## src/rtl/rv_sdram_bridge_pkg.sv

```systemverilog
// Shared types and constants for the RISC-V to SDRAM-arbiter bridge.
package rv_sdram_bridge_pkg;

  localparam int          RV_ADDR_WIDTH    = 23;
  localparam logic [31:0] RV_TIMEOUT_RDATA = 32'hFFFF_FFFF;

  typedef enum logic [1:0] {
    IDLE    = 2'd0,
    LO_WAIT = 2'd1,
    HI_WAIT = 2'd2,
    DONE    = 2'd3
  } bridge_state_e;

  // Writes drive their own strobes; reads fetch the full halfword.
  function automatic logic [1:0] half_ds(input logic is_wr, input logic [1:0] strb);
    return is_wr ? strb : 2'b11;
  endfunction

endpackage

```

## src/rtl/rv_ack_watchdog.sv

```systemverilog
// Acknowledge watchdog for the bridge, built only with RV_TIMEOUT_EN.
// Restarts on every request toggle, saturates at expiry while a request is pending.
module rv_ack_watchdog #(
  parameter int TIMEOUT_CYCLES = 1024
) (
  input  logic i_clk,
  input  logic i_reset,
  input  logic i_kick,
  input  logic i_pending,
  output logic o_expired
);

  localparam int CW = $clog2(TIMEOUT_CYCLES + 1);

  logic [CW-1:0] cnt_q, cnt_d;

  assign o_expired = i_pending && (cnt_q >= CW'(TIMEOUT_CYCLES - 1));

  always_comb begin
    cnt_d = cnt_q;
    if (i_kick)                       cnt_d = '0;
    else if (i_pending && !o_expired) cnt_d = cnt_q + 1'b1;
  end

  always_ff @(posedge i_clk) begin
    if (i_reset) cnt_q <= '0;
    else         cnt_q <= cnt_d;
  end

endmodule

```

## src/rtl/rv_sdram_bridge.sv

```systemverilog
// 32-bit valid/ready CPU bus to 16-bit toggle req/ack arbiter port, split into two halves.
// Define RV_TIMEOUT_EN to add an ack watchdog that completes a stuck access with all-ones data.
module rv_sdram_bridge
  import rv_sdram_bridge_pkg::*;
#(
  parameter int ADDR_W         = RV_ADDR_WIDTH,
  parameter int TIMEOUT_CYCLES = 1024
) (
  input  logic              i_clk,
  input  logic              i_reset,
  input  logic              i_mem_valid,
  input  logic [ADDR_W-1:0] i_mem_addr,
  input  logic [31:0]       i_mem_wdata,
  input  logic [3:0]        i_mem_wstrb,
  output logic              o_mem_ready,
  output logic [31:0]       o_mem_rdata,
  output logic [ADDR_W-1:0] o_rv_addr,
  output logic              o_rv_word,
  output logic [31:0]       o_rv_wdata,
  output logic [1:0]        o_rv_ds,
  output logic [3:0]        o_rv_wstrb,
  output logic              o_rv_req,
  input  logic              i_rv_req_ack,
  input  logic [15:0]       i_rv_dout,
  output logic              o_timeout
);

  bridge_state_e     state_q, state_d;
  logic [ADDR_W-3:0] addr_q, addr_d;
  logic [31:0]       wdata_q, wdata_d;
  logic [3:0]        wstrb_q, wstrb_d;
  logic [31:0]       rdata_q, rdata_d;
  logic              req_q, req_d;
  logic              word_q, word_d;
  logic [1:0]        ds_q, ds_d;
  logic [3:0]        rvws_q, rvws_d;
  logic              ack_match, is_wr_q;

  assign ack_match = (req_q == i_rv_req_ack);
  assign is_wr_q   = |wstrb_q;

  logic unused_addr_lsbs;
  assign unused_addr_lsbs = ^i_mem_addr[1:0];

`ifdef RV_TIMEOUT_EN
  logic timeout_q, timeout_d;
  logic wd_expired;

  rv_ack_watchdog #(.TIMEOUT_CYCLES(TIMEOUT_CYCLES)) u_wd (
    .i_clk     (i_clk),
    .i_reset   (i_reset),
    .i_kick    (req_d != req_q),
    .i_pending (req_q != i_rv_req_ack),
    .o_expired (wd_expired)
  );
`else
  logic unused_timeout_cfg;
  assign unused_timeout_cfg = ^32'(TIMEOUT_CYCLES);
`endif

  always_ff @(posedge i_clk) begin
    if (i_reset) begin
      state_q <= IDLE;
      addr_q  <= '0;
      wdata_q <= '0;
      wstrb_q <= '0;
      rdata_q <= '0;
      req_q   <= i_rv_req_ack;  // no spurious request out of reset
      word_q  <= 1'b0;
      ds_q    <= '0;
      rvws_q  <= '0;
`ifdef RV_TIMEOUT_EN
      timeout_q <= 1'b0;
`endif
    end else begin
      state_q <= state_d;
      addr_q  <= addr_d;
      wdata_q <= wdata_d;
      wstrb_q <= wstrb_d;
      rdata_q <= rdata_d;
      req_q   <= req_d;
      word_q  <= word_d;
      ds_q    <= ds_d;
      rvws_q  <= rvws_d;
`ifdef RV_TIMEOUT_EN
      timeout_q <= timeout_d;
`endif
    end
  end

  always_comb begin
    state_d = state_q;
    addr_d  = addr_q;
    wdata_d = wdata_q;
    wstrb_d = wstrb_q;
    rdata_d = rdata_q;
    req_d   = req_q;
    word_d  = word_q;
    ds_d    = ds_q;
    rvws_d  = rvws_q;
`ifdef RV_TIMEOUT_EN
    timeout_d = timeout_q;
`endif
    case (state_q)
      IDLE: begin
        if (i_mem_valid) begin
          addr_d  = i_mem_addr[ADDR_W-1:2];
          wdata_d = i_mem_wdata;
          wstrb_d = i_mem_wstrb;
          rdata_d = '0;
          req_d   = ~req_q;
          // A write touching only the upper half skips the low request entirely.
          if (i_mem_wstrb != 4'b0000 && i_mem_wstrb[1:0] == 2'b00) begin
            word_d  = 1'b1;
            ds_d    = i_mem_wstrb[3:2];
            rvws_d  = {i_mem_wstrb[3:2], 2'b00};
            state_d = HI_WAIT;
          end else begin
            word_d  = 1'b0;
            ds_d    = half_ds(|i_mem_wstrb, i_mem_wstrb[1:0]);
            rvws_d  = {2'b00, i_mem_wstrb[1:0]};
            state_d = LO_WAIT;
          end
        end
      end
      LO_WAIT: begin
        if (ack_match) begin
          if (!is_wr_q) rdata_d[15:0] = i_rv_dout;
          if (!is_wr_q || wstrb_q[3:2] != 2'b00) begin
            req_d   = ~req_q;
            word_d  = 1'b1;
            ds_d    = half_ds(is_wr_q, wstrb_q[3:2]);
            rvws_d  = {wstrb_q[3:2], 2'b00};
            state_d = HI_WAIT;
          end else begin
            state_d = DONE;
          end
        end
      end
      HI_WAIT: begin
        if (ack_match) begin
          if (!is_wr_q) rdata_d[31:16] = i_rv_dout;
          state_d = DONE;
        end
      end
      DONE:    state_d = IDLE;
      default: state_d = IDLE;
    endcase
`ifdef RV_TIMEOUT_EN
    // Withdraw the stuck request and complete the CPU access with poison data.
    if (wd_expired && (state_q == LO_WAIT || state_q == HI_WAIT)) begin
      req_d     = i_rv_req_ack;
      rdata_d   = RV_TIMEOUT_RDATA;
      timeout_d = 1'b1;
      state_d   = DONE;
    end
`endif
  end

  always_comb begin
    o_mem_ready = (state_q == DONE);
    o_mem_rdata = rdata_q;
    o_rv_addr   = {addr_q, 2'b00};
    o_rv_word   = word_q;
    o_rv_wdata  = wdata_q;
    o_rv_ds     = ds_q;
    o_rv_wstrb  = rvws_q;
    o_rv_req    = req_q;
`ifdef RV_TIMEOUT_EN
    o_timeout   = timeout_q;
`else
    o_timeout   = 1'b0;
`endif
  end

endmodule

```

## config.mk

```make
export PLATFORM = sky130hd
export DESIGN_NAME = rv_sdram_bridge
export DESIGN_NICKNAME = d
export VERILOG_FILES = /design/src/rtl/rv_sdram_bridge_pkg.sv /design/src/rtl/rv_ack_watchdog.sv /design/src/rtl/rv_sdram_bridge.sv
export SDC_FILE = /design/constraint.sdc
export NUM_CORES = 1
export LEC_CHECK = 0
export CORE_MARGIN = 2
export CORE_UTILIZATION = 55
export DETAILED_ROUTE_END_ITERATION = 12
export DONT_BUFFER_PORTS = 1
export PLACE_DENSITY = 0.7
export SLEW_MARGIN = 15
export SYNTH_ARGS = -nofsm -noshare
export SYNTH_HDL_FRONTEND = slang
export SYNTH_HIERARCHICAL = 1
export SYNTH_SLANG_ARGS = --single-unit
```

## constraint.sdc

```tcl
create_clock -name i_clk -period 2.72 [get_ports i_clk]
set_input_delay 0.544 -clock i_clk [delete_from_list [all_inputs] [get_ports i_clk]]
set_output_delay 0.544 -clock i_clk [all_outputs]
set_load 0.01 [all_outputs]
```

# Word-level counts from Yosys, hierarchy flattened
# Cells that the tools add are included.
[classes] eq_ne=13 mux=33 bitwise_logic=1 n_reduce_logical=18
[op_table] cell="$pmux W16 S2" count=2
[op_table] cell="$mux W16" count=2
[op_table] cell="$mux W32" count=1
[op_table] cell="$mux W2" count=10
[op_table] cell="$mux W4" count=4
[op_table] cell="$reduce_and A4 Y1" count=4
[op_table] cell="$ne A2 B2 Y1 const B" count=6
[op_table] cell="$mux W1" count=9
[op_table] cell="$ne A3 B3 Y1 const B" count=3
[op_table] cell="$pmux W2 S4" count=1
[op_table] cell="$pmux W4 S2" count=1
[op_table] cell="$reduce_or A4 Y1" count=2
[op_table] cell="$reduce_bool A2 Y1" count=3
[op_table] cell="$eq A2 B2 Y1 const B" count=2
[op_table] cell="$logic_not A2 Y1" count=2
[op_table] cell="$pmux W1 S2" count=2
[op_table] cell="$pmux W2 S2" count=1
[op_table] cell="$reduce_bool A4 Y1" count=1
[op_table] cell="$reduce_and A3 Y1" count=1
[op_table] cell="$reduce_bool A3 Y1" count=1
[op_table] cell="$eq A2 B1 Y1 const B" count=1
[op_table] cell="$reduce_and A2 Y1" count=1
[op_table] cell="$eq A1 B1 Y1" count=1
[op_table] cell="$logic_and A1 B1 Y1" count=1
[op_table] cell="3 further kinds" count=3
[word_totals] reg_bits=99 out_inout_bits=97

# Depth between registers and ports, before layout
# Gate-level depths: netlist of the first run.
[depth] depth_word=7 mapped_depth=8 depth_no_buf=6

# Least setup slack after synthesis of the first run
# No wires, ideal clock.
[synth_timing] path_kind="reg2reg" from="register state_q[0]" to="register rdata_q[10], in the netlist o_mem_rdata[10]" setup_ps=70 t_arrival_ps=1756 slack_ps=894 stages_incl_launch_ff=9 path_cell_list="dfxtp_1 > inv_1 > ha_1 > buf_2 > nor2b_1 > a21oi_1 > clkbuf_1 > nand3_1 > a21oi_1"
[synth_via] elab_chain_cells=3 word_cells_on_any_way=8
[synth_lines] item="start, declared" line="rv_sdram_bridge.sv:28" text="bridge_state_e state_q, state_d;"
[synth_lines] item="start signal, assigned" line="rv_sdram_bridge.sv:76" text="state_q <= state_d;"
[synth_lines] item="$eq A2 B1 Y1 or $logic_not A2 Y1 (tied branches)" line="rv_sdram_bridge.sv:104" text="case (state_q)"
[synth_lines] item="$ne A2 B2 Y1 (no line) or $reduce_bool A2 Y1 (tied branches)"
[synth_lines] item="$reduce_and A4 Y1 (no line)"
[synth_lines] item="end signal, assigned" line="rv_sdram_bridge.sv:80" text="rdata_q <= rdata_d;"
[synth_lines] item="end, declared" line="rv_sdram_bridge.sv:32" text="logic [31:0] rdata_q, rdata_d;"
# Parallel ways exist; a longest one is shown, timed or not.
# A chain may end at the register's enable or synchronous reset.

# Worst setup path in the final report of the first run
[layout_timing] from="register state_q[0]" to="register rdata_q[0], in the netlist o_mem_rdata[0]"
# The elaborated chain is that of the path after synthesis.

==> qor.csv, run 1 <==
stage,metric,value,unit
timing,rsz0062_at_grt,no,
finish,areaGrowthSynthToFinish,5.633,%
clock_network,path_clk_slew,0.10,ns
timing,finalCritPeriodShare,80.34,%
synth,netlist.area_leader.share,51.06,%
grt,globalRouteMet2Util,36.50,%
die,die_width,87.59,µm
timing,setup_tns,0,ns
finish,post_route_cells_drive_above_1_share,6.061,%
synth,async_reset_ff_share,0,%
grt,grt-ovfl-total,0,
timing,finalCriticalPeriod,2.185,ns
grt,grt_pass1_vias,2890,
power_and_ir_drop,ir_drop,0.0007238,V
timing,fmax,0.4576,GHz
route,via_count,3209,
synth,synth_edf_count,1,
clock_network,htree_levels,3,
placed_design,io_buffers,0,
finish,final_cells,558,
clock_network,clock_latency,0.35,ns
route,drc,0,
run,cap_violations,0,
route,drt_iter0_drc,139,
synth,netlist_instances,481,
route,ant_nets,0,
clock_network,ctsHoldBuffers,0,
worst_setup_path,crit_path_start_kind,flop,
run_status,outcome,finished clean,
worst_setup_path,worstSetupPathType,reg2reg,
synth,ys_ff_latch,99,
timing,maxSlewViolCount,0,
synth,yosys.area.top_type,dfxtp_1,
power_and_ir_drop,power_leakage,1.451,nW
worst_setup_path,crit_required,3.00,ns
finish,fin_nets,541,
timing,tightestPinTransition,1.101,ns
power_and_ir_drop,report.power.total,0.004454,W
clock_network,ctsLongestPathBuffers,2,
placed_design,dp_hpwl,6227,µm
synth,ys.warnings.count,6,
die,coreArea,0.006794,mm²
timing,slew_headroom,26.33,%
grt,grt_max_degree,83,
placed_design,dp_cells,543,
die,die-area,0.007671,mm²
die,start_util,56.56,%
grt,grt_use_met1,29.43,%
synth,synthFlopType,dfxtp_1,
grt,grt-busiest-layer,met2,
worst_hold_path,min_path_type,in2reg,
timing,fin_skew,0.01250,ns
power_and_ir_drop,p_per_area,1097,mW/mm²
die,die_h,87.59,µm
die,io_pins,176,
grt,grt.total_usage,23.46,%
synth,netlist-cell-type-count,36,
timing,finalWorstSetupSlack,0.5347,ns
clock_network,cts_sinks,99,
clock_network,cts_buffers,9,
clock_network,cts_resized,0,
grt,grt_pass1_wl,14150,µm
timing,hold_violations,0,
route,wl_per_cell,16.53,µm
placed_design,post-place-ws,0.5365,ns
route,viasPerCell,5.751,
finish,diodes,0,
synth,syn_avg_cell_area,7.988,µm²
clock_network,cts-root-buf,clkbuf_8,
synth,ys_top_cells_by_area,"dfxtp_1 51%, nand2_1 13%, a21oi_1 11%, o21ai_0 4.7%, nand3_1 4.3%",
worst_setup_path,cp_max_fo,14,
worst_setup_path,critPathArrivalTime,2.47,ns
placed_design,gp_congestion,0.7591,
route,drtPass1Iterations,5,
worst_setup_path,cp-end-kind,flop,
clock_network,cts_setup_buffers,0,
synth,synth_area,0.003842,mm²
timing,setup_viol,0,
route,drt_wl_total,9224,µm
grt,grt_use_met3,9.237,%
synth,yosysSeqAreaShare,51.84,%
die,rows,30,
clock_network,cts_tree,done,
grt,grt_antenna_before_repair,0,
==> routing by layer <==
metal	up-vias	part of all wire, %
met4	0	0.86
li1	1572	-
met1	1459	40
met5	-	0
met2	169	47
met3	9	12
==> final timing paths <==
path	start	end	slack (ns)	cells past startpoint
worst min-delay path	i_reset	o_rv_wdata[26]$_SDFFE_PP0P_	0.24	1
worst min register to register	addr_q[14]$_SDFFE_PP0P_	addr_q[14]$_SDFFE_PP0P_	0.50	2
worst max register to register	state_q[0]$_SDFFE_PP0P_	o_mem_rdata[0]$_SDFFE_PP0P_	0.53	7
worst max-delay path	state_q[0]$_SDFFE_PP0P_	o_mem_rdata[0]$_SDFFE_PP0P_	0.53	7
==> stage by stage <==
| step | util (%) | hold slack (ns) | area (µm²) |
|---|---|---|---|
| 3_5_place_dp | 56.59 | 0.4879 | 3845 |
| 6_report | 59.74 | 0.2429 | 4059 |
| 3_3_place_gp | 56.59 | 0.4827 | 3845 |
| 5_1_grt | 59.74 | 0.2160 | 4059 |
| 4_1_cts | 59.74 | 0.2242 | 4059 |
| 2_1_floorplan | - | 0.4802 | 3850 |
==> registers in the layout, summed over array words and instances, names as in the netlist <==
| register | count |
|---|---|
| o_mem_rdata | 32 |
| o_rv_wdata | 32 |
| addr_q | 21 |
| o_rv_wstrb | 4 |
| wstrb_q | 4 |
| o_rv_ds | 2 |
| state_q | 2 |
| o_rv_req | 1 |
| o_rv_word | 1 |
==> power breakdown <==
group | switching [W] | internal [W] | total, W
Clock | 0.000502 | 0.000517 | 0.00102
Combinational | 0.000959 | 0.000466 | 0.00143
Sequential | 0.000299 | 0.00171 | 0.00201
==> synth_stat cells, types with 2 or more instances <==
| cell | count |
|---|---|
| nand3_1 | 33 |
| buf_2 | 4 |
| inv_1 | 7 |
| mux2i_1 | 2 |
| a21o_1 | 2 |
| buf_6 | 2 |
| nand4b_1 | 2 |
| buf_1 | 3 |
| o21ai_0 | 36 |
| o311ai_0 | 3 |
| a21oi_1 | 87 |
| and2_1 | 2 |
| ha_1 | 4 |
| buf_4 | 3 |
| nor2_1 | 5 |
| o211ai_1 | 2 |
| dfxtp_1 | 98 |
| nor3_1 | 2 |
| clkbuf_1 | 29 |
| nor4_1 | 4 |
| nor2b_1 | 2 |
| a311oi_1 | 2 |
| nand2_1 | 133 |
| o31ai_1 | 2 |
==> worst max-delay path: stages (launching register included) <==
cell and delay, ns:
dfxtp_1 0.39, inv_1 0.10, ha_1 0.32, nor2b_1 0.24, a21oi_2 0.51, buf_4 0.30
nand3_1 0.09, a21oi_1 0.17
==> kinds of logic after synthesis <==
family                     share of synthesized area (%)
adders and majority gates                          1.303
AOI/OAI and AO/OA                                  19.93
and+or+nand+nor                                    20.45
DFF                                                51.84
xor gates and xnor gates                          0.2280
muxes                                             0.5210
buffers and inverters                              5.633
other                                            0.09759
==> cell type report <==
cell class,instances,area (µm²)
Tap cell,96,120.1
Fill cell,623,2735
Inverter,7,26.28
Timing Repair Buffer,6,57.56
Sequential cell,99,1992
Clock buffer,9,123.9
Clock inverter,6,90.09
Multi-Input combinational cell,335,1649
==> placed cells by master (no fill, tap or decap), types with 2 or more instances in the layout <==
cell | synthesis | final
a311oi_1 | 2 | 2
inv_1 | 7 | 7
bufinv_16 | 0 | 2
nor2_1 | 5 | 5
nor2b_1 | 2 | 2
dfxtp_1 | 98 | 98
nand4b_1 | 2 | 2
o211ai_1 | 2 | 2
nand2_1 | 133 | 132
nand3_1 | 33 | 33
a21o_1 | 2 | 2
buf_4 | 3 | 5
conb_1 | 1 | 3
nor3_1 | 2 | 2
mux2i_1 | 2 | 2
o31ai_1 | 2 | 2
nor4_1 | 4 | 4
o311ai_0 | 3 | 3
o21ai_0 | 36 | 36
ha_1 | 4 | 4
clkbuf_8 | 0 | 9
a21oi_1 | 87 | 86
No activity file was read; power rests on OpenSTA's default activity.
==> run 2, diff against run 1 <==
==> constraint.sdc (replaced) <==
create_clock -name i_clk -period 2.2 [get_ports i_clk]
set_input_delay 0.44 -clock i_clk [delete_from_list [all_inputs] [get_ports i_clk]]
set_output_delay 0.44 -clock i_clk [all_outputs]
set_load 0.01 [all_outputs]
==> qor.csv, run 2 (same netlist as run 1, synthesis figures left out) <==
stage,metric,value,unit,change
worst_setup_path,cp_max_fo,16,,+2
clock_network,cts_setup_buffers,0,,unchanged
finish,fin_nets,543,,+0.37%
timing,tightestPinTransition,0.7230,ns,-0.3779 ns
timing,maxSlewViolCount,0,,unchanged
worst_setup_path,worstSetupPathType,reg2reg,,
route,viasPerCell,5.667,,-1.5%
power_and_ir_drop,internal_power,0.003193,W,+19%
clock_network,cts_resized,0,,unchanged
timing,finalCritPeriodShare,93.04,%,+13 points
power_and_ir_drop,switching_share,40.72,%,+1.2 points
clock_network,path_clk_slew,0.10,ns,about the same
clock_network,cts_tree,done,,
timing,finalCriticalPeriod,2.047,ns,-0.1385 ns
route,drc,0,,unchanged
worst_hold_path,min_path_type,in2reg,,
die,io_pins,176,,unchanged
run_status,outcome,finished clean,,
die,die_width,87.59,µm,unchanged
power_and_ir_drop,p_comb_share,33.4,%,+1.4 points
timing,fmax,0.4886,GHz,+6.8%
die,rows,30,,unchanged
route,drt_wl_total,9069,µm,-1.7%
power_and_ir_drop,power_leakage,1.457,nW,+0.40%
placed_design,gp_congestion,0.7762,,+2.3%
finish,final_cells,561,,+0.54%
route,drt_iter0_drc,116,,-17%
worst_setup_path,crit_path_start_kind,flop,,
power_and_ir_drop,p_switching,0.002194,W,+25%
clock_network,cts_buffers,9,,unchanged
placed_design,dp_cells,545,,+0.37%
finish,post_route_cells_drive_above_1_share,6.882,%,+0.82 points
placed_design,io_buffers,0,,unchanged
clock_network,ctsHoldBuffers,0,,unchanged
power_and_ir_drop,seqPwrFrac,46.1,%,+1.0 points
clock_network,cts_sinks,99,,unchanged
clock_network,cts-root-buf,clkbuf_8,,
placed_design,post-place-ws,0.1483,ns,-0.3882 ns
die,start_util,56.56,%,unchanged
finish,final_common_cell,nand2_1,,
timing,setup_tns,0,ns,unchanged
timing,hold_violations,0,,unchanged
power_and_ir_drop,p_per_area,1327,mW/mm²,+21%
die,die-area,0.007671,mm²,unchanged
finish,layout_common_cells,"132 x nand2_1, 98 x dfxtp_1, 86 x a21oi_1",,
timing,rsz0062_at_grt,no,,
worst_setup_path,crit_required,2.46,ns,-0.54 ns
clock_network,htree_levels,3,,unchanged
finish,fin_util,59.74,%,unchanged
timing,finalWorstSetupSlack,0.1532,ns,-0.3815 ns
placed_design,dp_hpwl,6260,µm,+0.54%
finish,areaGrowthSynthToFinish,5.633,%,unchanged
clock_network,clock_latency,0.35,ns,about the same
timing,fin_skew,0.01697,ns,+0.004465 ns
grt,grt-ovfl-total,0,,unchanged
clock_network,ctsLongestPathBuffers,2,,unchanged
die,coreArea,0.006794,mm²,unchanged
die,die_h,87.59,µm,unchanged
power_and_ir_drop,ir_drop,0.0006815,V,-5.8%
grt,grt_antenna_before_repair,0,,unchanged
grt,grt_pass1_vias,2877,,-0.45%
run,cap_violations,0,,unchanged
timing,setup_viol,0,,unchanged
route,wl_per_cell,16.17,µm,-2.2%
grt,grt_pass1_wl,13530,µm,-4.3%
route,ant_nets,0,,unchanged
grt,grt.total_usage,22.36,%,-1.1 points
route,via_count,3179,,-0.93%
grt,grt_max_degree,83,,unchanged
route,drtPass1Iterations,4,,-1
worst_setup_path,cp-end-kind,flop,,
timing,slew_headroom,51.75,%,+25 points
worst_setup_path,critPathArrivalTime,2.30,ns,-0.17 ns
power_and_ir_drop,p_clk_share,20.6,%,-2.3 points
finish,diodes,0,,unchanged
## run 2: changes by cell type in the layout (fill, tap and decap cells not counted), sizes merged
cell	delta
buf	+2
bufinv	-2
clkinv	+2
clkbuf	+1
clkinvlp	-1
inv	+1
## run 2: cell type report
cell class / count / area (µm²)
Multi-Input combinational cell: 335 / 1653
Inverter: 7 / 26.28
Clock inverter: 6 / 57.56
Sequential cell: 99 / 1992
Tap cell: 96 / 120.1
Clock buffer: 10 / 137.6
Fill cell: 656 / 2735
Timing Repair Buffer: 8 / 72.57
## run 2: worst max-delay path: stages, from the launching register on
cell and delay (ns):
dfxtp_1 0.41, inv_1 0.11, ha_1 0.22, nor2b_1 0.20
a21oi_2 0.37, buf_4 0.31, a21oi_1 0.09, a311oi_1 0.24
## run 2: per-layer routing
metal  vias to the layer above  part of all wire [%]  global-route usage [%]
li1                       1577                     -                       -
met1                      1456                    39                   26.65
met2                       142                    49                   35.61
met3                         4                    12                   10.37
met4                         0                  0.34                   7.972
met5                         -                     0                       0
## run 2: power groups by stage
stage,Clock (W),Combinational [W],Sequential [W]
after floorplan,0,0.00143,0.00244
after CTS,0.00114,0.00180,0.00249
after global routing,0.00121,0.00202,0.00252
after global placement,0,0.00173,0.00252
final,0.00111,0.00180,0.00248
after detailed placement,0,0.00181,0.00253
## run 2: path summary, 6_finish.rpt
| check | to | from | slack [ns] | cells past startpoint |
|---|---|---|---|---|
| setup / recovery | o_rv_wstrb[3]$_SDFFE_PP0P_ | state_q[0]$_SDFFE_PP0P_ | 0.15 | 7 |
| hold / removal | addr_q[2]$_SDFFE_PP0P_ | i_reset | 0.14 | 1 |
| setup reg to reg | o_rv_wstrb[3]$_SDFFE_PP0P_ | state_q[0]$_SDFFE_PP0P_ | 0.15 | 7 |
| hold reg to reg | addr_q[14]$_SDFFE_PP0P_ | addr_q[14]$_SDFFE_PP0P_ | 0.50 | 2 |
## run 2: per-stage QoR
| stage | area, µm² | power [W] | hold WS (ns) |
|---|---|---|---|
| after floorplan | 3850 | 0.003876 | 0.4802 |
| after global placement | 3860 | 0.004252 | 0.4821 |
| after detailed placement | 3860 | 0.004333 | 0.4885 |
| after CTS | 4055 | 0.005429 | 0.1240 |
| after global routing | 4059 | 0.005751 | 0.1168 |
| final | 4059 | 0.005387 | 0.1401 |
